==> src/rtl/p_scatter.sv <==
// Sequential deserializer: accepts one word per handshake and spreads the words
// in order across NB_OUTS registered slots, then offers the full frame downstream.
module p_scatter #(
  parameter int BUS_WIDTH = 1,
  parameter int NB_OUTS   = 2,
  parameter int IDX_W     = (NB_OUTS > 1 ? $clog2(NB_OUTS) : 1)
) (
  input  logic                 clk,
  input  logic                 rst_n,
  input  logic                 clear,
  input  logic [BUS_WIDTH-1:0] in_bus,
  input  logic                 in_valid,
  output logic                 in_ready,
  output logic [BUS_WIDTH-1:0] out_buses [NB_OUTS-1:0],
  output logic                 out_valid,
  input  logic                 out_ready,
  output logic [IDX_W-1:0]     fill_idx
);

  typedef enum logic {FILL, HOLD} state_t;

  localparam logic [IDX_W-1:0] LAST_IDX = IDX_W'(NB_OUTS - 1);

  state_t           state, state_nxt;
  logic [IDX_W-1:0] idx_nxt;
  logic             slot_we;

  always_ff @(posedge clk) begin
    if (!rst_n) begin
      state     <= FILL;
      fill_idx  <= '0;
      in_ready  <= 1'b1;
      out_valid <= 1'b0;
    end else begin
      state     <= state_nxt;
      fill_idx  <= idx_nxt;
      in_ready  <= (state_nxt == FILL);
      out_valid <= (state_nxt == HOLD);
    end
  end

  always_comb begin
    state_nxt = state;
    idx_nxt   = fill_idx;
    slot_we   = 1'b0;
    case (state)
      FILL: begin
        if (in_valid && in_ready) begin
          slot_we = 1'b1;
          if (fill_idx == LAST_IDX) begin
            idx_nxt   = '0;
            state_nxt = HOLD;
          end else begin
            idx_nxt = fill_idx + IDX_W'(1);
          end
        end
      end
      HOLD: begin
        if (out_valid && out_ready) state_nxt = FILL;
      end
      default: state_nxt = FILL;
    endcase
    // clear drops any word or frame handed over in the same cycle
    if (clear) begin
      state_nxt = FILL;
      idx_nxt   = '0;
      slot_we   = 1'b0;
    end
  end

  always_ff @(posedge clk) begin
    if (!rst_n) begin
      for (int unsigned i = 0; i < NB_OUTS; i++) out_buses[i] <= '0;
    end else begin
      for (int unsigned i = 0; i < NB_OUTS; i++) begin
        if (slot_we && fill_idx == IDX_W'(i)) out_buses[i] <= in_bus;
      end
    end
  end

endmodule

==> config.mk <==
export PLATFORM = sky130hd
export DESIGN_NAME = p_scatter
export DESIGN_NICKNAME = d
export VERILOG_FILES = /design/src/rtl/p_scatter.sv
export SDC_FILE = /design/constraint.sdc
export NUM_CORES = 1
export LEC_CHECK = 0
export ABC_AREA = 1
export CORE_AREA = 10 10 47 49
export DETAILED_ROUTE_END_ITERATION = 12
export DIE_AREA = 0 0 57 59
export MAX_ROUTING_LAYER = met4
export SYNTH_ARGS = -nofsm -noshare
export SYNTH_HDL_FRONTEND = slang
export SYNTH_SLANG_ARGS = --single-unit
==> constraint.sdc <==
create_clock -name clk -period 0.9 [get_ports clk]
set_clock_uncertainty 0.15 [all_clocks]
set_input_delay 0.27 -clock clk [delete_from_list [all_inputs] [get_ports clk]]
set_output_delay 0.27 -clock clk [all_outputs]
set_load 0.01 [all_outputs]
* After elaboration in Yosys (flattened, before gate mapping)
Index checks and enable logic that the tools add are counted.
** Storage, ports and cells
- Register bits after elaboration :: 5
- Input port bits :: 6
- Word-level logic and storage cells :: 25
** Cells by class
- Add/subtract/negate cells :: 1
- Muxes and demuxes :: 9
- Bitwise operators :: 4
- Reductions and logical operators :: 6
** Operators by type and width (number)
- two-way mux 1 bit :: 8
- logical AND 1 bit :: 4
- inverter 1 bit :: 4
- case mux 1 bit (2 select lines) :: 1
- AND reduction 2 bit :: 1
- OR reduction 2 bit :: 1
- adder 1 bit (second input constant) :: 1

* Longest topological paths before layout
- Depth in word-level cells :: 5
- Gate-level depth with buffers :: 6
- Mapped depth without buffers :: 6

* Least setup slack after synthesis
OpenSTA, ideal clock, no wires.
- Kind :: reg-to-reg
- Start point :: reg in_ready
- End point :: reg in_ready
- Data arrival time :: 785 ps
- Required time :: 633 ps
- Slack :: -152 ps
- Cell stages (with the launch flop) :: 6
- Buffers on the path :: 0
- Clock period less this slack :: 1052 ps
- Cell sequence :: dfxtp_1 nand2_1 nor2_2 nand2_2 nand2_2 nand2_2
** Between the ends
- Cells in the longest elaborated chain, start to end :: 5
** RTL lines
- from (decl) :: RTL line 13 : output logic in_ready,
- from (signal assigned) :: RTL line 37 : in_ready <= (state_nxt == FILL);
- logical AND 1 bit :: RTL line 48 : if (in_valid && in_ready) begin
- two-way mux 1 bit :: RTL line 48
- case mux 1 bit (2 select lines) :: RTL line 46 : case (state)
- two-way mux 1 bit :: RTL line 64 : if (clear) begin
- inverter 1 bit :: RTL line 37
Every way passes these cells.
A chain may end at the register's enable or synchronous reset.

==> results.sh <==
export IMPL_fp_coreArea_um2=1400
export IMPL_tightest_slew_ns=0.159
export IMPL_power_density_nw_per_um2=1390
export IMPL_ir_drop_mv=0.795
export IMPL_antenna_cells=0
export IMPL_drt_initial_drc_count=2
export IMPL_grt_use_total_pct=4.04
export IMPL_synth_compound_area_share_pct=4.60
export IMPL_synthSimpleGateAreaFrac_pct=39.1
export IMPL_vias_per_cell=3.44
export IMPL_yosysSeqAreaShare_pct=46.0
export IMPL_layout_drive_gt1_share_pct=54.2
export IMPL_fp_row_count=14
export IMPL_startpoint="state$_SDFF_PN0_"
export IMPL_dp_hpwl_um=463
export IMPL_syn_num_nets=37
export IMPL_crit_chain="buf_6"
export IMPL_ant_nets=0
export IMPL_synth_top_family_by_area="simple AND/OR/NAND/NOR gates"
export IMPL_cts_root_buf="clkbuf_4"
export IMPL_synth_area_per_cell_um2=7.02
export IMPL_syn_to_final_growth_pct=92.5
export IMPL_power_w=0.000581
export IMPL_postCtsSetupBuffers=0
export IMPL_start_util_pct=15.5
export IMPL_clk_latency_ns=0.24
export IMPL_hold_path_class="in2reg"
export IMPL_critPathSlowestCell="dfxtp_4"
export IMPL_synthMuxAreaShare_pct=0
export IMPL_final_cells=64
export IMPL_grt_max_degree=7
export IMPL_min_period_ns=1.11
export IMPL_io_pins=11
export IMPL_setup_viol_count_final=10
export IMPL_grt_ovfl_total=0
export IMPL_die_area_um2=3360
export IMPL_die_w_um=57
export IMPL_status="complete, but fails checks"
export IMPL_routabilityCongestion=0.669
export IMPL_crit_path_start_kind="flip-flop"
export IMPL_critPathArrivalTime_ns=0.69
export IMPL_cp_required_ns=0.48
export IMPL_vias=220
export IMPL_grt_pass1_wl_mm=1.00
export IMPL_critPathMaxStageDelay_ns=0.34
export IMPL_grt_pass1_vias=254
export IMPL_cts_sink_count=5
export IMPL_r2r_start="state$_SDFF_PN0_"
export IMPL_rsz0062_at_grt="yes"
export IMPL_slew_limit_headroom_pct=89.4
export IMPL_syn_inst=31
export IMPL_synth_warnings=0
export IMPL_hold_buffers=0
export IMPL_critical_path_top_delay_family="flip-flops"
export IMPL_synth_distinct_cells=10
export IMPL_setup_ws_ns=-0.206
export IMPL_end_kind="output pin"
export IMPL_final_area_um2=419
export IMPL_cts_tree="yes"
export IMPL_criticalPathCategory="reg2out"
export IMPL_drc=0
export IMPL_hold_viol=0
export IMPL_fmax_mhz=904
export IMPL_avgRoutedWirePerCell_um=8.70
export IMPL_hold_start="clear"
export IMPL_violations="setup timing"
export IMPL_synth_xor_area_share_pct=0
export IMPL_clockBufferDepth=2
export IMPL_io_buffer_count=10
export IMPL_drtPass1Iterations=2
export IMPL_dpl_cell_area_um2=374
export IMPL_post_route_period_util_pct=123
export IMPL_layout_nets=55
export IMPL_drv_slew=0
export IMPL_synthAdderAreaFrac_pct=0
export IMPL_ys_ff_latch=5
export IMPL_max_cap_violations=0
export IMPL_dp_cells=60
export IMPL_cts_buffers_inserted=3
export IMPL_htreeDepth=1
export IMPL_p_leak_nw=0.208
export IMPL_die_h_um=59
export IMPL_worstPathMaxFanout=2
export IMPL_antenna_found_initial=0
export IMPL_clkSlewWorstSetupHoldPaths_ns=0.04
export IMPL_path_buf_inv=1
export IMPL_wl_um=557
export IMPL_syn_area_um2=218
export IMPL_fin_setup_tns_ns=-1.75
-- layout make-up --
cell class,count,area (um2)
Fill cell,158,982
Inverter,6,22.5
Tap cell,16,20.0
Multi-Input combinational cell,20,108
Timing Repair Buffer,13,134
Clock buffer,4,26.3
Sequential cell,5,109
-- report_power, final --
group          switching, W  internal, W
combinational     0.0000394    0.0000536
clock             0.0000860     0.000167
sequential       0.00000568     0.000229
total              0.000131     0.000450
-- per-stage QoR --
step	setup WS [ns]	hold slack, ns	util [%]
6_report	-0.206	0.310	29.9
5_1_grt	-0.237	0.363	29.9
4_1_cts	-0.221	0.341	29.3
3_5_place_dp	-0.537	0.330	26.7
3_3_place_gp	-0.528	0.340	26.7
2_1_floorplan	-0.0869	0.241	-
-- sequential cells by signal, indices dropped and copies added, names as in the netlist --
| register | cells |
|---|---|
| fill_idx | 1 |
| in_ready | 1 |
| out_buses | 2 |
| state | 1 |
-- layout by cell type (no fill, tap or decap) --
master | netlist | final
buf_6 | 0 | 6
nand2_2 | 3 | 4
inv_1 | 5 | 4
nand2_1 | 5 | 4
nor2_1 | 6 | 4
dfxtp_2 | 0 | 4
clkbuf_4 | 0 | 3
clkdlybuf4s50_1 | 0 | 3
nor2_2 | 1 | 2
a21oi_1 | 2 | 2
nand3_1 | 2 | 2
inv_2 | 1 | 2
buf_4 | 0 | 2
nor2_4 | 0 | 1
or2_4 | 1 | 1
clkbuf_1 | 0 | 1
dlymetal6s2s_1 | 0 | 1
dlygate4sd2_1 | 0 | 1
dfxtp_4 | 0 | 1
-- cells by family after synthesis --
family / count (synthesis)
DFF: 5
buffers and inverters: 6
and+or+nand+nor: 18
AOI/OAI and AO/OA: 2
-- metal layers --
layer	GRT usage [%]	share of wire, %	vias up
li1	-	-	125
met1	3.43	43	90
met2	5.89	50	5
met3	3.22	7.5	0
met4	3.02	0	0
met5	-	0	-
-- synthesized netlist by cell type (all sizes together) --
cell | instances | area [um2]
nand2 | 8 | 37.5
nor2 | 7 | 28.8
inv | 6 | 22.5
dfxtp | 5 | 100
a21oi | 2 | 10.0
nand3 | 2 | 10.0
or2 | 1 | 8.76
-- worst reg2reg max path, stage by stage (launching register included) --
cell,delay [ns]
dfxtp_4,0.34
buf_4,0.11
inv_1,0.03
or2_4,0.22
nand2_2,0.06
nand2_2,0.05
-- repair_timing --
| action | CTS | global route |
|---|---|---|
| pin swaps | 2 | 2 |
| cloned | 0 | 0 |
| endpoints found under the setup margin | 10 | 10 |
| gates resized for setup | 29 | 4 |
-- final timing paths --
kind | depth (start not counted) | to | slack (ns)
setup / recovery | 1 | out_valid | -0.21
hold reg to reg | 2 | out_buses[0]$_SDFFE_PN0P_ | 0.34
setup reg to reg | 5 | in_ready$_SDFF_PN1_ | -0.19
hold / removal | 5 | in_ready$_SDFF_PN1_ | 0.31
Power figures use the tool's default switching activity.
==> variant 1 (same flow settings) <==
The parameter `NB_OUTS` goes from 2 to 4.
--- a/src/rtl/p_scatter.sv
+++ b/src/rtl/p_scatter.sv
@@ -4,3 +4,3 @@
   parameter int BUS_WIDTH = 1,
-  parameter int NB_OUTS   = 2,
+  parameter int NB_OUTS   = 4,
   parameter int IDX_W     = (NB_OUTS > 1 ? $clog2(NB_OUTS) : 1)
Ports: changed (resized fill_idx and out_buses); port bits go from 11 to 14. No check against the original RTL was run, so the function may have changed too.
==> variant 1 against the unedited design <==
The flow still finishes with violations (negative setup slack); count of clock-buffer cells in the layout stayed put; final cell count grew 66%; sequential cell count rose by 3; worst setup slack worse by 0.10 ns; final area rose by 110%; register-to-register slack got worse by 0.12 ns; hold slack improved by 0.0016 ns; routed wire length rose by 120%; total power grew 52%; synthesized area up 100%; critical path depth is 5 higher; first-iteration DRC count stayed put; largest cell class is now multi-input gates; largest power group is now sequential cells.
==> variant 1: results (changes against the unedited design) <==
status: "finished, violations left"
violations: "negative setup slack"
use_met3: 0.03863  # +0.006438
internal_power_mw: 0.6447  # +43%
critPathSlowestCell: "dfxtp_2"
cp_max_fo: 5  # +3
min_path_cells: 4  # -1
arrival_ns: 1.21  # +0.52 ns
wl_met1_um: 509  # +110%
reg2reg_to: "out_buses[0]"
dp_hpwl_um: 810.7  # +75%
powerClk_mw: 0.308  # +22%
drive_above_1_share: 0.6222  # +0.08056
p_leak_nw: 0.3901  # +87%
io_buffers: 13  # +3
finalSetupViolations: 16  # +6
worst_slack_ns: -0.3101  # -0.1040 ns
grt_pass1_wl_um: 1932  # +93%
ir_worst_vdd_uv: 623.9  # -21%
use_met1: 0.06954  # +0.03522
synth_area_leaders: "dfxtp_1, ha_1, inv_1"
p_comb_mw: 0.203  # +120%
synth.distinct_cells: 17  # +7
hold_end: "fill_idx[1]"
met2_length_um: 602  # +120%
placed_area_um2: 696.9  # +86%
fillCellCount: 127  # -20%
path_clk_slew_ns: 0.07  # +0.03 ns
grt_util_met2: 0.1209  # +0.06202
num_vias: 472  # +110%
synth_common_cells: "inv_1, nand2_1, dfxtp_1"
globalplace.congestion: 0.7385  # +10%
clk_latency_ns: 0.26  # +0.02 ns
syn_nets: 68  # +84%
track_usage: 0.07535  # +0.03497
cts_buffers: 3  # unchanged
ys_seq_area_frac: 0.3626  # -0.09716
largest_reg_flops: 4  # +2
r2r_cells: 6  # +1
grt_pass1_vias: 455  # +79%
==> variant 1: cell types whose count changed after synthesis, moves of 2 or more <==
cell,before,now
dfxtp_1,5,8
ha_1,0,4
inv_1,5,12
nand2_1,5,9
nand2_2,3,0
nand3_2,0,3
nand4_1,0,4
o21ai_1,0,2
==> variant 1: metrics by stage <==
stage	std cells	setup TNS, ns	setup WS [ns]	util	hold WS [ns]
4_1_cts	103	-4.145	-0.3125	0.5830	0.3262
2_1_floorplan	58	-1.306	-0.2129	-	0.2413
5_1_grt	106	-4.738	-0.4000	0.6205	0.3192
3_5_place_dp	96	-7.795	-0.6676	0.4973	0.3564
3_3_place_gp	96	-7.706	-0.6339	0.4973	0.3457
6_report	106	-4.009	-0.3101	0.6205	0.3118
==> variant 1: what timing repair did <==
action,in CTS,in global routing
setup buffers,2,3
gates cloned,1,0
setup endpoints to repair,16,16
resized for setup,63,7
pin swaps,12,9
==> variant 1: worst max-delay path: cells and delay by family, from the launching register on <==
kind	cells	cell delay [ns]
flip-flops	1	0.32
buffers and inverters	2	0.29
AND/OR/NAND/NOR	4	0.35
==> variant 1: kinds of logic (layout without fill, tap and decap cells) <==
family / after synthesis / count (layout) / synth area share
flip-flops: 8 / 8 / 0.3626
buffers and inverters: 15 / 47 / 0.1445
adder cells (fa/ha/maj): 4 / 4 / 0.1133
AND/OR/NAND/NOR: 27 / 27 / 0.3258
AO/OA/AOI/OAI: 4 / 4 / 0.05382
==> variant 1: cell type report <==
cell class                      instances  area [um2]  share of cell area
Timing Repair Buffer                   29       292.8              0.3367
Sequential cell                         8       175.2              0.2014
Inverter                               14       60.06             0.06906
Tap cell                               16       20.02             0.02302
Clock buffer                            4       26.28             0.03022
Multi-Input combinational cell         35       295.3              0.3396
==> variant 2 (config.mk and constraints unchanged) <==
Without the edit above. Reset style: asynchronous (`rst_n`), changed in 2 clocked blocks.
--- a/src/rtl/p_scatter.sv
+++ b/src/rtl/p_scatter.sv
@@ -27,3 +27,3 @@
 
-  always_ff @(posedge clk) begin
+  always_ff @(posedge clk or negedge rst_n) begin
     if (!rst_n) begin
@@ -70,3 +70,3 @@
 
-  always_ff @(posedge clk) begin
+  always_ff @(posedge clk or negedge rst_n) begin
     if (!rst_n) begin
Function: differs if rst_n is asserted again (counterexample within 4 cycles, from zero or initial values and one cycle with rst_n low); with rst_n held inactive, the same outputs for 10 cycles.
==> variant 2 against the unedited design <==
The run still ends with negative setup slack left; sequential cell count unchanged; final area decreased by 1.8%; core utilization decreased by 0.54 points; register-to-register slack got worse by 0.18 ns; synthesized area increased by 1.1%; worst setup slack got worse by 0.18 ns; global-route usage rose by 0.15 points; first-iteration DRC count increased by 100%; routed wire length up 7.4%; final cell count is 4.7% lower.
Power is not compared: it rests on default switching activity, and its combinational part moved more than twofold at a synthesized area within 25%.
==> variant 2: results (changes against the unedited design) <==
placed_area_um2: 370.4  # -1.0%
worst_slack_ns: -0.3871  # -0.1809 ns
globalplace.congestion: 0.7300  # +9.1%
placed_cells: 55  # -8.3%
ys_seq_area_frac: 0.5739  # +0.1141
dp_hpwl_um: 494.6  # +6.8%
grt_pass1_wl_um: 1014  # +1.4%
fillCellCount: 166  # +5.1%
grt_pass1_vias: 253  # -0.39%
vias_per_cell: 3.656  # +6.3%
netlist_instances: 25  # -19%
cts_resized: 24  # -17%
crit_end: "in_ready"
buffer_area_frac: 0.3161  # -0.003292
status: "finished, violations left"
clk_share: 0.06383  # +0.001143
num-nonclk-inverters: 2  # -4
track_usage: 0.04189  # +0.001517
reg2reg_to: "out_buses[1]"
violations: "negative setup slack"
rrSetupSlack_ns: -0.37  # -0.18 ns
synth_area_leaders: "dfrtp_1, nand2_1, dfstp_2"
finalSetupViolations: 10  # unchanged
final_util: 0.2938  # -0.005357
hp-class: "in -> async"
whs_ns: 0.2329  # -0.07731 ns
r2r_cells: 6  # +1
cpPeakStageDelay_ns: 0.53  # +0.19 ns
variant 2: cell types whose count changed after synthesis, moves of 2 or more:
cell	unedited run	this run
dfrtp_1	0	4
dfxtp_1	5	0
inv_1	5	1
nand2_1	5	8
nand2_2	3	1
nor2_1	6	2
o21ai_1	0	2
variant 2: cells by family after synthesis:
logic type / after synthesis / share of synthesized area
flops: 5 / 0.5739
buf+inv: 2 / 0.03406
simple gates: 15 / 0.3239
compound gates: 3 / 0.06816
variant 2: power by group through the flow:
stage	combinational, mW	sequential, mW	clock, mW
2_1_floorplan	0.0514	0.308	0
3_3_place_gp	0.206	0.288	0
3_5_place_dp	0.209	0.287	0
4_1_cts	0.196	0.284	0.272
5_1_grt	0.211	0.287	0.299
6_report	0.194	0.283	0.261
variant 2: layer usage:
metal  up-vias  global-route usage  part of all wire
met5         -                   -                 0
met4         0             0.04027             0.030
met3         2             0.02575              0.11
met2         9             0.05426              0.43
met1        95             0.04192              0.43
li1        117                   -                 -
